[src/rtl/pam_pkg.sv]
// pam_pkg: shared constants and helpers for the PAM multiply scheduler.
//   NREQ        - number of requesters
//   ID_W        - requester index width
//   OP_W        - operand width (multiplicand / multiplier)
//   PROD_W      - product width
//   cnt_sat_max - ceiling of the completed-result counter
//   cnt_sat_inc - saturating increment used by the result counter
package pam_pkg;

    localparam int NREQ   = 4;
    localparam int ID_W   = 2;
    localparam int OP_W   = 8;
    localparam int PROD_W = 16;

    localparam logic [PROD_W-1:0] cnt_sat_max = 16'hFFFF;

    // Increment that sticks at cnt_sat_max instead of wrapping to zero.
    function automatic logic [PROD_W-1:0] cnt_sat_inc(input logic [PROD_W-1:0] v);
        logic [PROD_W-1:0] r;
        if (v == cnt_sat_max) begin
            r = v;
        end else begin
            r = v + 16'd1;
        end
        return r;
    endfunction

endpackage

[src/rtl/pam_approx_mul8_l4.sv]
// pam_approx_mul8_l4: combinational 8x8 multiplier with an approximate mode.
//   x, y  - 8-bit operands
//   exact - 1: z = x*y, 0: approximate product
//   z     - 16-bit product
// The approximate mode keeps the full upper-nibble partial product of x and
// replaces the lower nibble's contribution with a handful of compensation bits
// that recover the most significant carries the lower nibble would produce.
module pam_approx_mul8_l4
    import pam_pkg::*;
(
    input  logic [OP_W-1:0]   x,
    input  logic [OP_W-1:0]   y,
    input  logic              exact,
    output logic [PROD_W-1:0] z
);

    logic [PROD_W-1:0] hi_part_s;
    logic              b8_s;
    logic              b9_a_s;
    logic              b10_s;
    logic              b9_b_s;
    logic              b9_c_s;
    logic [PROD_W-1:0] approx_s;

    // Approximate sum, exact product and mode select.
    always_comb begin
        hi_part_s = ({8'd0, y} * {12'd0, x[7:4]}) << 4;
        b8_s      = (x[0] & y[7]) | (x[1] & y[6]);
        b9_a_s    = (x[2] & y[6]) | (x[3] & y[5]);
        b10_s     = x[3] & y[7];
        b9_b_s    = (x[2] & y[7]) & (x[3] & y[6]);
        b9_c_s    = (x[2] & y[7]) | (x[3] & y[6]);
        // Sum wraps naturally in 16 bits.
        approx_s  = hi_part_s
                  + {7'd0, b8_s,   8'd0}
                  + {6'd0, b9_a_s, 9'd0}
                  + {5'd0, b10_s,  10'd0}
                  + {6'd0, b9_b_s, 9'd0}
                  + {6'd0, b9_c_s, 9'd0};
        if (exact) begin
            z = {8'd0, x} * {8'd0, y};
        end else begin
            z = approx_s;
        end
    end

endmodule

[src/rtl/pam_mul_sched.sv]
// pam_mul_sched: round-robin scheduler feeding a 2-stage multiply pipeline.
//   clk, rst_n          - clock, asynchronous active-low reset
//   req_valid/req_ready - per-requester handshake (ready is one-hot or zero)
//   req_x, req_y        - packed 8-bit operands, requester i at [8i+7:8i]
//   cfg_exact           - exact/approximate select, captured with the operands
//   res_valid/res_ready - result handshake
//   res_z, res_id       - product and owning requester index
//   op_count            - saturating count of delivered results
// Stage 1 holds the granted operands; stage 2 holds the product. Stage 2 holds
// under backpressure and stage 1 stalls behind it.
module pam_mul_sched #(
    parameter int NREQ = 4
) (
    input  logic                          clk,
    input  logic                          rst_n,
    input  logic [NREQ-1:0]               req_valid,
    output logic [NREQ-1:0]               req_ready,
    input  logic [NREQ*pam_pkg::OP_W-1:0] req_x,
    input  logic [NREQ*pam_pkg::OP_W-1:0] req_y,
    input  logic                          cfg_exact,
    output logic                          res_valid,
    input  logic                          res_ready,
    output logic [pam_pkg::PROD_W-1:0]    res_z,
    output logic [pam_pkg::ID_W-1:0]      res_id,
    output logic [pam_pkg::PROD_W-1:0]    op_count
);

    import pam_pkg::*;

    logic [ID_W-1:0]   rr_ptr_r;
    logic              s1_valid_r;
    logic [OP_W-1:0]   s1_x_r;
    logic [OP_W-1:0]   s1_y_r;
    logic [ID_W-1:0]   s1_id_r;
    logic              s1_exact_r;
    logic              res_valid_r;
    logic [PROD_W-1:0] res_z_r;
    logic [ID_W-1:0]   res_id_r;
    logic [PROD_W-1:0] op_count_r;

    logic              win_found_s;
    logic [ID_W-1:0]   win_id_s;
    logic              s2_adv_s;
    logic              s1_free_s;
    logic              req_fire_s;
    logic              res_fire_s;
    logic [OP_W-1:0]   sel_x_s;
    logic [OP_W-1:0]   sel_y_s;
    logic [PROD_W-1:0] prod_s;

    // Round-robin search from rr_ptr upward, grant gating and handshake decode.
    always_comb begin
        win_found_s = 1'b0;
        win_id_s    = 2'd0;
        for (int k = 0; k < NREQ; k++) begin
            logic [ID_W-1:0] idx_v;
            idx_v = rr_ptr_r + ID_W'(k);
            if (!win_found_s && req_valid[idx_v]) begin
                win_found_s = 1'b1;
                win_id_s    = idx_v;
            end else begin
                win_found_s = win_found_s;
            end
        end
        s2_adv_s  = !res_valid_r || res_ready;
        s1_free_s = !s1_valid_r || s2_adv_s;
        // rst_n gating keeps ready low while reset is held, even though the
        // registers alone would already report the pipeline as free.
        if (rst_n && win_found_s && s1_free_s) begin
            req_ready = {{(NREQ-1){1'b0}}, 1'b1} << win_id_s;
        end else begin
            req_ready = {NREQ{1'b0}};
        end
        req_fire_s = |(req_valid & req_ready);
        res_fire_s = res_valid_r && res_ready;
        sel_x_s    = req_x[win_id_s*OP_W +: OP_W];
        sel_y_s    = req_y[win_id_s*OP_W +: OP_W];
    end

    // Stage 1 operand capture and round-robin pointer update.
    always_ff @(posedge clk or negedge rst_n) begin
        if (!rst_n) begin
            rr_ptr_r   <= 2'd0;
            s1_valid_r <= 1'b0;
            s1_x_r     <= 8'd0;
            s1_y_r     <= 8'd0;
            s1_id_r    <= 2'd0;
            s1_exact_r <= 1'b0;
        end else if (req_fire_s) begin
            rr_ptr_r   <= win_id_s + 2'd1;
            s1_valid_r <= 1'b1;
            s1_x_r     <= sel_x_s;
            s1_y_r     <= sel_y_s;
            s1_id_r    <= win_id_s;
            s1_exact_r <= cfg_exact;
        end else if (s2_adv_s) begin
            s1_valid_r <= 1'b0;
        end else begin
            s1_valid_r <= s1_valid_r;
        end
    end

    pam_approx_mul8_l4 u_mul (
        .x     (s1_x_r),
        .y     (s1_y_r),
        .exact (s1_exact_r),
        .z     (prod_s)
    );

    // Stage 2 product register; frozen while the consumer stalls.
    always_ff @(posedge clk or negedge rst_n) begin
        if (!rst_n) begin
            res_valid_r <= 1'b0;
            res_z_r     <= 16'd0;
            res_id_r    <= 2'd0;
        end else if (s2_adv_s) begin
            res_valid_r <= s1_valid_r;
            if (s1_valid_r) begin
                res_z_r  <= prod_s;
                res_id_r <= s1_id_r;
            end else begin
                res_z_r  <= res_z_r;
                res_id_r <= res_id_r;
            end
        end else begin
            res_valid_r <= res_valid_r;
        end
    end

    // Saturating count of delivered results.
    always_ff @(posedge clk or negedge rst_n) begin
        if (!rst_n) begin
            op_count_r <= 16'd0;
        end else if (res_fire_s) begin
            op_count_r <= cnt_sat_inc(op_count_r);
        end else begin
            op_count_r <= op_count_r;
        end
    end

    assign res_valid = res_valid_r;
    assign res_z     = res_z_r;
    assign res_id    = res_id_r;
    assign op_count  = op_count_r;

endmodule

[config.mk]
export PLATFORM = sky130hd
export DESIGN_NAME = pam_mul_sched
export DESIGN_NICKNAME = d
export VERILOG_FILES = /design/src/rtl/pam_pkg.sv /design/src/rtl/pam_approx_mul8_l4.sv /design/src/rtl/pam_mul_sched.sv
export SDC_FILE = /design/constraint.sdc
export NUM_CORES = 1
export LEC_CHECK = 0
export CAP_MARGIN = 15
export CORE_MARGIN = 2
export CORE_UTILIZATION = 50
export DETAILED_ROUTE_END_ITERATION = 16
export GPL_ROUTABILITY_DRIVEN = 0
export GPL_TIMING_DRIVEN = 1
export HOLD_SLACK_MARGIN = 0.15
export PLACE_DENSITY = 0.79
export SETUP_SLACK_MARGIN = 0.02
export SYNTH_ARGS = -nofsm -noshare
export SYNTH_HDL_FRONTEND = slang
export SYNTH_SLANG_ARGS = --single-unit
[constraint.sdc]
create_clock -name clk -period 7.6 [get_ports clk]
set_input_delay 1.52 -clock clk [delete_from_list [all_inputs] [get_ports clk]]
set_output_delay 1.52 -clock clk [all_outputs]
set_load 0.01 [all_outputs]
==> results of run 1 <==
[how the worst max path moves through the flow]
| stage | to | slack, ps | cells after the start |
|---|---|---|---|
| 6_report | req_ready[3] | 1940 | 8 |
| 5_1_grt | req_ready[3] | 1760 | 8 |
| 4_1_cts | req_ready[1] | 1960 | 7 |
| 3_5_place_dp | req_ready[1] | 1960 | 7 |
| 3_3_place_gp | req_ready[3] | 2090 | 8 |
| 2_1_floorplan | res_z[12]$_DFFE_PN0P_ | 2890 | 19 |
[critical path, cell delays in order]
cell             delay [ps]
clkdlybuf4s50_1         570
nand2_1                  80
a21oi_1                 150
a211o_2                 720
inv_1                   190
ha_1                    280
and2_1                  150
clkdlybuf4s50_1         470
[metal layers]
layer / up-vias / track usage [%] / part of all wire [%]
li1: 2437 / - / -
met1: 2259 / 28.4 / 46
met5: - / 0 / 0
met2: 145 / 33.5 / 46
met4: 0 / 6.18 / 1.8
met3: 25 / 4.97 / 5.7
[cell usage after synthesis, drive strengths merged (4+ instances only)]
cell type / count
a21o: 8
a21oi: 21
and2: 40
and3: 6
buf: 7
clkbuf: 19
dfrtp: 57
fa: 48
ha: 66
inv: 108
mux2: 22
mux2i: 23
nand2: 97
nand3: 4
nand4: 8
nor2: 19
nor3b: 4
o21ai: 50
xnor2: 26
xor2: 12
[logic make-up after synthesis]
| family | Yosys count | synth area share [%] |
|---|---|---|
| adder cells (fa/ha/maj) | 114 | 28.7 |
| buffers and inverters | 134 | 8.52 |
| flip-flops | 57 | 22.9 |
| XOR/XNOR | 38 | 5.35 |
| multiplexers | 45 | 8.34 |
| AO/OA/AOI/OAI | 108 | 11.4 |
| AND/OR/NAND/NOR | 192 | 14.8 |
[final cells by class]
class | count | area share [%]
multi-input cells | 497 | 55.0
flip-flops and latches | 57 | 18.4
repair buffers | 113 | 14.7
inverters | 108 | 5.22
clock buffers | 9 | 2.90
well taps | 168 | 2.71
clock inverters | 7 | 1.10
[layout by cell type (no fill, tap or decap), types with 3 or more instances in the layout]
cell type / instances
a31oi_1: 3
nor2_1: 19
nor2b_1: 3
xor2_1: 12
and2_1: 40
o21ai_1: 11
nor3_1: 3
o21ai_2: 12
mux2i_1: 23
clkdlybuf4s50_1: 109
mux2_4: 11
o21ai_0: 27
xnor2_1: 26
inv_6: 3
nand2_1: 97
inv_1: 108
a21oi_1: 21
clkbuf_16: 9
ha_1: 66
nand3_1: 4
fa_1: 48
o21a_1: 3
nand2b_1: 3
dfrtp_1: 57
a21o_1: 8
nor3b_1: 3
and3_1: 6
nand4_1: 7
mux2_2: 11
[registers in the layout, indices dropped and copies added (netlist names)]
signal      flops
rr_ptr_r        2
res_id          2
res_valid       1
res_z          16
s1_exact_r      1
s1_id_r         2
s1_x_r          8
s1_y_r          8
s1_valid_r      1
op_count       16
[per-stage QoR]
stage | util, % | cell area (sq um)
final | 64.3 | 7760
after global routing | 64.3 | 7760
after CTS | 64.1 | 7730
after detailed placement | 61.5 | 7420
after global placement | 61.5 | 7420
after floorplan | - | 6230
==> impl_metrics.env, run 1 <==
export IMPL_run_status="finished, final reports clean"
export IMPL_synthTopCellsByArea="dfrtp_1 23%, fa_1 15%, ha_1 13%"
export IMPL_core_sq_mm=0.0121
export IMPL_synth_distinct_cells=49
export IMPL_die_y_um=116
export IMPL_ff2ff_path_depth=18
export IMPL_fmax_mhz=177
export IMPL_syn_inst=688
export IMPL_cp_max_fo=36
export IMPL_multiInputGateArea_sq_mm=0.00427
export IMPL_start_util_pct=51.6
export IMPL_hp_start="res_z[6]$_DFFE_PN0P_"
export IMPL_fin_crit_sh_pct=74.4
export IMPL_end_kind="primary output"
export IMPL_seq_area_sq_mm=0.00143
export IMPL_critPathLaunch="req_valid[0]"
export IMPL_boundaryPins=111
export IMPL_worst_setup_hold_path_clk_slew_ps=60
export IMPL_fin_crit_ps=5660
export IMPL_rows=40
export IMPL_synth_edf_count=0
export IMPL_grt_usage_pct=20.9
export IMPL_r2r_start="s1_y_r[2]$_DFFE_PN0P_"
export IMPL_antenna_found_initial=0
export IMPL_dp_cells=942
export IMPL_grt_max_degree=59
export IMPL_dr_pass1_iters=5
export IMPL_tritoncts="yes"
export IMPL_r2r_end="res_z[12]$_DFFE_PN0P_"
export IMPL_cts_repair_resized=0
export IMPL_cp_arrival_ps=4140
export IMPL_portBuffers=110
export IMPL_viasPerCell=5.07
export IMPL_yosysTopAreaCellShare_pct=22.9
export IMPL_rsz0062_at_grt="no"
export IMPL_die_area_sq_mm=0.0134
export IMPL_cp_required_ps=6080
export IMPL_routed_wl_um=13500
export IMPL_drt_iter0_markers=235
export IMPL_n_antenna_cell=0
export IMPL_synth_seq_cells=57
export IMPL_drv_cap=0
export IMPL_grt_pass1_wl_um=22300
export IMPL_crit_type="input pin to primary output"
export IMPL_tightest_slew_ps=1030
export IMPL_min_to="res_z[6]$_DFFE_PN0P_"
export IMPL_worst_slack_ps=1940
export IMPL_final_nets=972
export IMPL_clk_latency_ps=330
export IMPL_fillers=925
export IMPL_slew_violations=0
export IMPL_ys_flop_type="dfrtp_1"
export IMPL_overflow=0
export IMPL_drcViolationCount=0
export IMPL_startpoint_type="input pin"
export IMPL_area_growth_pct=24.7
export IMPL_clk_path_buf_depth=2
export IMPL_place_ws_ps=1960
export IMPL_netlist_area_sq_mm=0.00623
export IMPL_yosys_area_top_type="dfrtp_1"
export IMPL_synth_async_reset_ratio_pct=100
export IMPL_ys_warn_count=0
export IMPL_dp_hpwl_um=10600
export IMPL_hp_class="register to register"
export IMPL_final_antenna_net_count=0
export IMPL_min_path_cells=2
export IMPL_numCtsBuffers=9
export IMPL_syn_num_nets=874
export IMPL_holdWs_ps=473
export IMPL_cts_setup_buffers=0
export IMPL_cts_root_buf="clkbuf_16"
export IMPL_syn_avg_cell_area_sq_um=9.05
export IMPL_die_width_um=116
export IMPL_fin_setup_tns_ps=0
export IMPL_wl_per_cell_um=14.1
export IMPL_report_final_setup_viol=0
export IMPL_slew_headroom_pct=31.4
export IMPL_postCtsHoldBufs=0
export IMPL_vias=4866
export IMPL_htreeDepth=3
export IMPL_finalHoldViolations=0
export IMPL_clock_sinks=57
export IMPL_drive_above_1_share_pct=8.09
export IMPL_layout_cells_non_filler=959
export IMPL_r2r_setup_slack_ps=2610
export IMPL_grt_pass1_vias=4921
export IMPL_final_setup_skew_ps=8.14
export IMPL_yosysSeqAreaShare_pct=22.9
Power of run 1 is left out: the tool's default activity adds up to more than one toggle a clock period on the data nets, which glitch-free logic cannot reach.
==> inputs of run 2 (changes only) <==
Clock period 7.6 ns to 5.9 ns, I/O delays scaled along.
==> run 2 against run 1 <==
- sequential cell count is the same
- wire length grew 3.0%
- hold slack barely moved
- non-clock buffer count increased by 1
- global-route usage is 1.2 points higher
- clock skew shrank 2.5 ps
- critical path depth grew 10
- sequential share of layout area up 0.086 points
- core utilization is 0.30 points lower
- register-to-register slack worse by 1700 ps
- via count is 0.53% higher
- design area down 0.47%
- critical path type is now register to register
==> impl_metrics.env, run 2 (same netlist as run 1, synthesis figures left out) <==
export IMPL_run_status="finished, final reports clean"
export IMPL_startpoint_type="register"
export IMPL_cts_root_buf="clkbuf_16"
export IMPL_drive_above_1_share_pct=8.21
export IMPL_die_y_um=116
export IMPL_area_growth_pct=24.1
export IMPL_portBuffers=110
export IMPL_n_antenna_cell=0
export IMPL_final_antenna_net_count=0
export IMPL_min_path_cells=1
export IMPL_report_final_setup_viol=0
export IMPL_dpl_instance_area_sq_mm=0.00744
export IMPL_cp_slowest_stage_delay_ps=540
export IMPL_fin_crit_ps=4970
export IMPL_cts_setup_buffers=0
export IMPL_crit_type="register to register"
export IMPL_final_nets=973
export IMPL_clk_path_buf_depth=2
export IMPL_start_util_pct=51.6
export IMPL_cp_depth=18
export IMPL_fin_crit_sh_pct=84.2
export IMPL_final_area_sq_mm=0.00772
export IMPL_slew_headroom_pct=30.5
export IMPL_final_setup_skew_ps=5.68
export IMPL_hp_class="register to register"
export IMPL_dp_hpwl_um=11500
export IMPL_fmax_mhz=201
export IMPL_tightest_slew_ps=1040
export IMPL_vias=4892
export IMPL_boundaryPins=111
export IMPL_postCtsHoldBufs=0
export IMPL_cp_arrival_ps=5240
export IMPL_final_common_cell="clkdlybuf4s50_1"
export IMPL_overflow=0
export IMPL_die_area_sq_mm=0.0134
export IMPL_grt_max_degree=58
export IMPL_wl_per_cell_um=14.5
export IMPL_drcViolationCount=0
export IMPL_cp_max_fo=11
export IMPL_cts_repair_resized=0
export IMPL_viasPerCell=5.10
export IMPL_tritoncts="yes"
export IMPL_slew_violations=0
export IMPL_htreeDepth=3
export IMPL_die_width_um=116
export IMPL_dr_pass1_iters=4
export IMPL_fin_setup_tns_ps=0
export IMPL_worst_setup_hold_path_clk_slew_ps=60
export IMPL_drt_iter0_markers=260
export IMPL_cp_required_ps=6170
export IMPL_finish_utilization_pct=64.0
export IMPL_crit_path_top_delay_cell="fa_1"
export IMPL_grt_pass1_vias=5066
export IMPL_final_cell_mix="109 x clkdlybuf4s50_1, 108 x inv_1, 97 x nand2_1, 66 x ha_1, 57 x dfrtp_1"
export IMPL_finalHoldViolations=0
export IMPL_routed_wl_um=13900
export IMPL_core_sq_mm=0.0121
export IMPL_drv_cap=0
export IMPL_rows=40
export IMPL_ff2ff_path_depth=18
export IMPL_path_buf_inv=5
export IMPL_antenna_found_initial=0
export IMPL_crit_family="adder cells"
export IMPL_clock_sinks=57
export IMPL_grt_usage_pct=22.1
export IMPL_numCtsBuffers=9
export IMPL_grt_pass1_wl_um=23400
export IMPL_clk_latency_ps=340
export IMPL_path_cells="nand2_1, inv_1, fa_1, inv_1, fa_1, inv_1, fa_1, inv_1, fa_1, inv_1, ha_1, a21o_1, a31o_2, a31oi_1, o21bai_1, a21oi_1, mux2_2, nor2_1"
export IMPL_rsz0062_at_grt="no"
export IMPL_end_kind="register"
export IMPL_crit_path_frequent_cell="inv_1"
-- run 2: per-layer routing --
layer / vias to the layer above / GRT usage, % / routed length [um]
met1: 2278 / 28.8 / 6380
met5: - / 0 / 0
met3: 20 / 4.65 / 694
met2: 157 / 36.9 / 6590
li1: 2437 / - / -
met4: 0 / 6.99 / 259
-- run 2: through the flow --
step,instances,hold slack [ps],setup slack (ps)
2_1_floorplan,688,446,1190
3_3_place_gp,944,456,1100
3_5_place_dp,944,466,991
4_1_cts,960,479,938
5_1_grt,960,489,610
6_report,960,473,931
-- run 2: path summary, 6_finish.rpt --
path / from / end / slack (ps)
worst max-delay path: s1_y_r[2]$_DFFE_PN0P_ / res_z[12]$_DFFE_PN0P_ / 930
worst min-delay path: s1_id_r[0]$_DFFE_PN0P_ / s1_id_r[0]$_DFFE_PN0P_ / 470
worst max register to register: s1_y_r[2]$_DFFE_PN0P_ / res_z[12]$_DFFE_PN0P_ / 930
worst min register to register: s1_id_r[0]$_DFFE_PN0P_ / s1_id_r[0]$_DFFE_PN0P_ / 470
max in group asynchronous: rst_n / s1_y_r[1]$_DFFE_PN0P_ / 4400
min in group asynchronous: rst_n / res_z[15]$_DFFE_PN0P_ / 1020
-- run 2: worst register-to-register path, stage by stage, from the launching register on --
cell and delay, ps:
dfrtp_1 490, nand2_1 160, inv_1 70, fa_1 530, inv_1 50, fa_1 470
inv_1 60, fa_1 540, inv_1 60, fa_1 520, inv_1 40, ha_1 350
a21o_1 230, a31o_2 210, a31oi_1 300, o21bai_1 100, a21oi_1 260, mux2_2 370
nor2_1 90
-- run 2: cell type report --
class	count	area, sq um
Sequential cell	57	1430
Inverter	108	405
Timing Repair Buffer	114	1130
Clock buffer	9	225
Tap cell	168	210
Multi-Input combinational cell	497	4270
Clock inverter	7	61.3
Fill cell	960	4340
Power of run 2 is left out for the same reason.
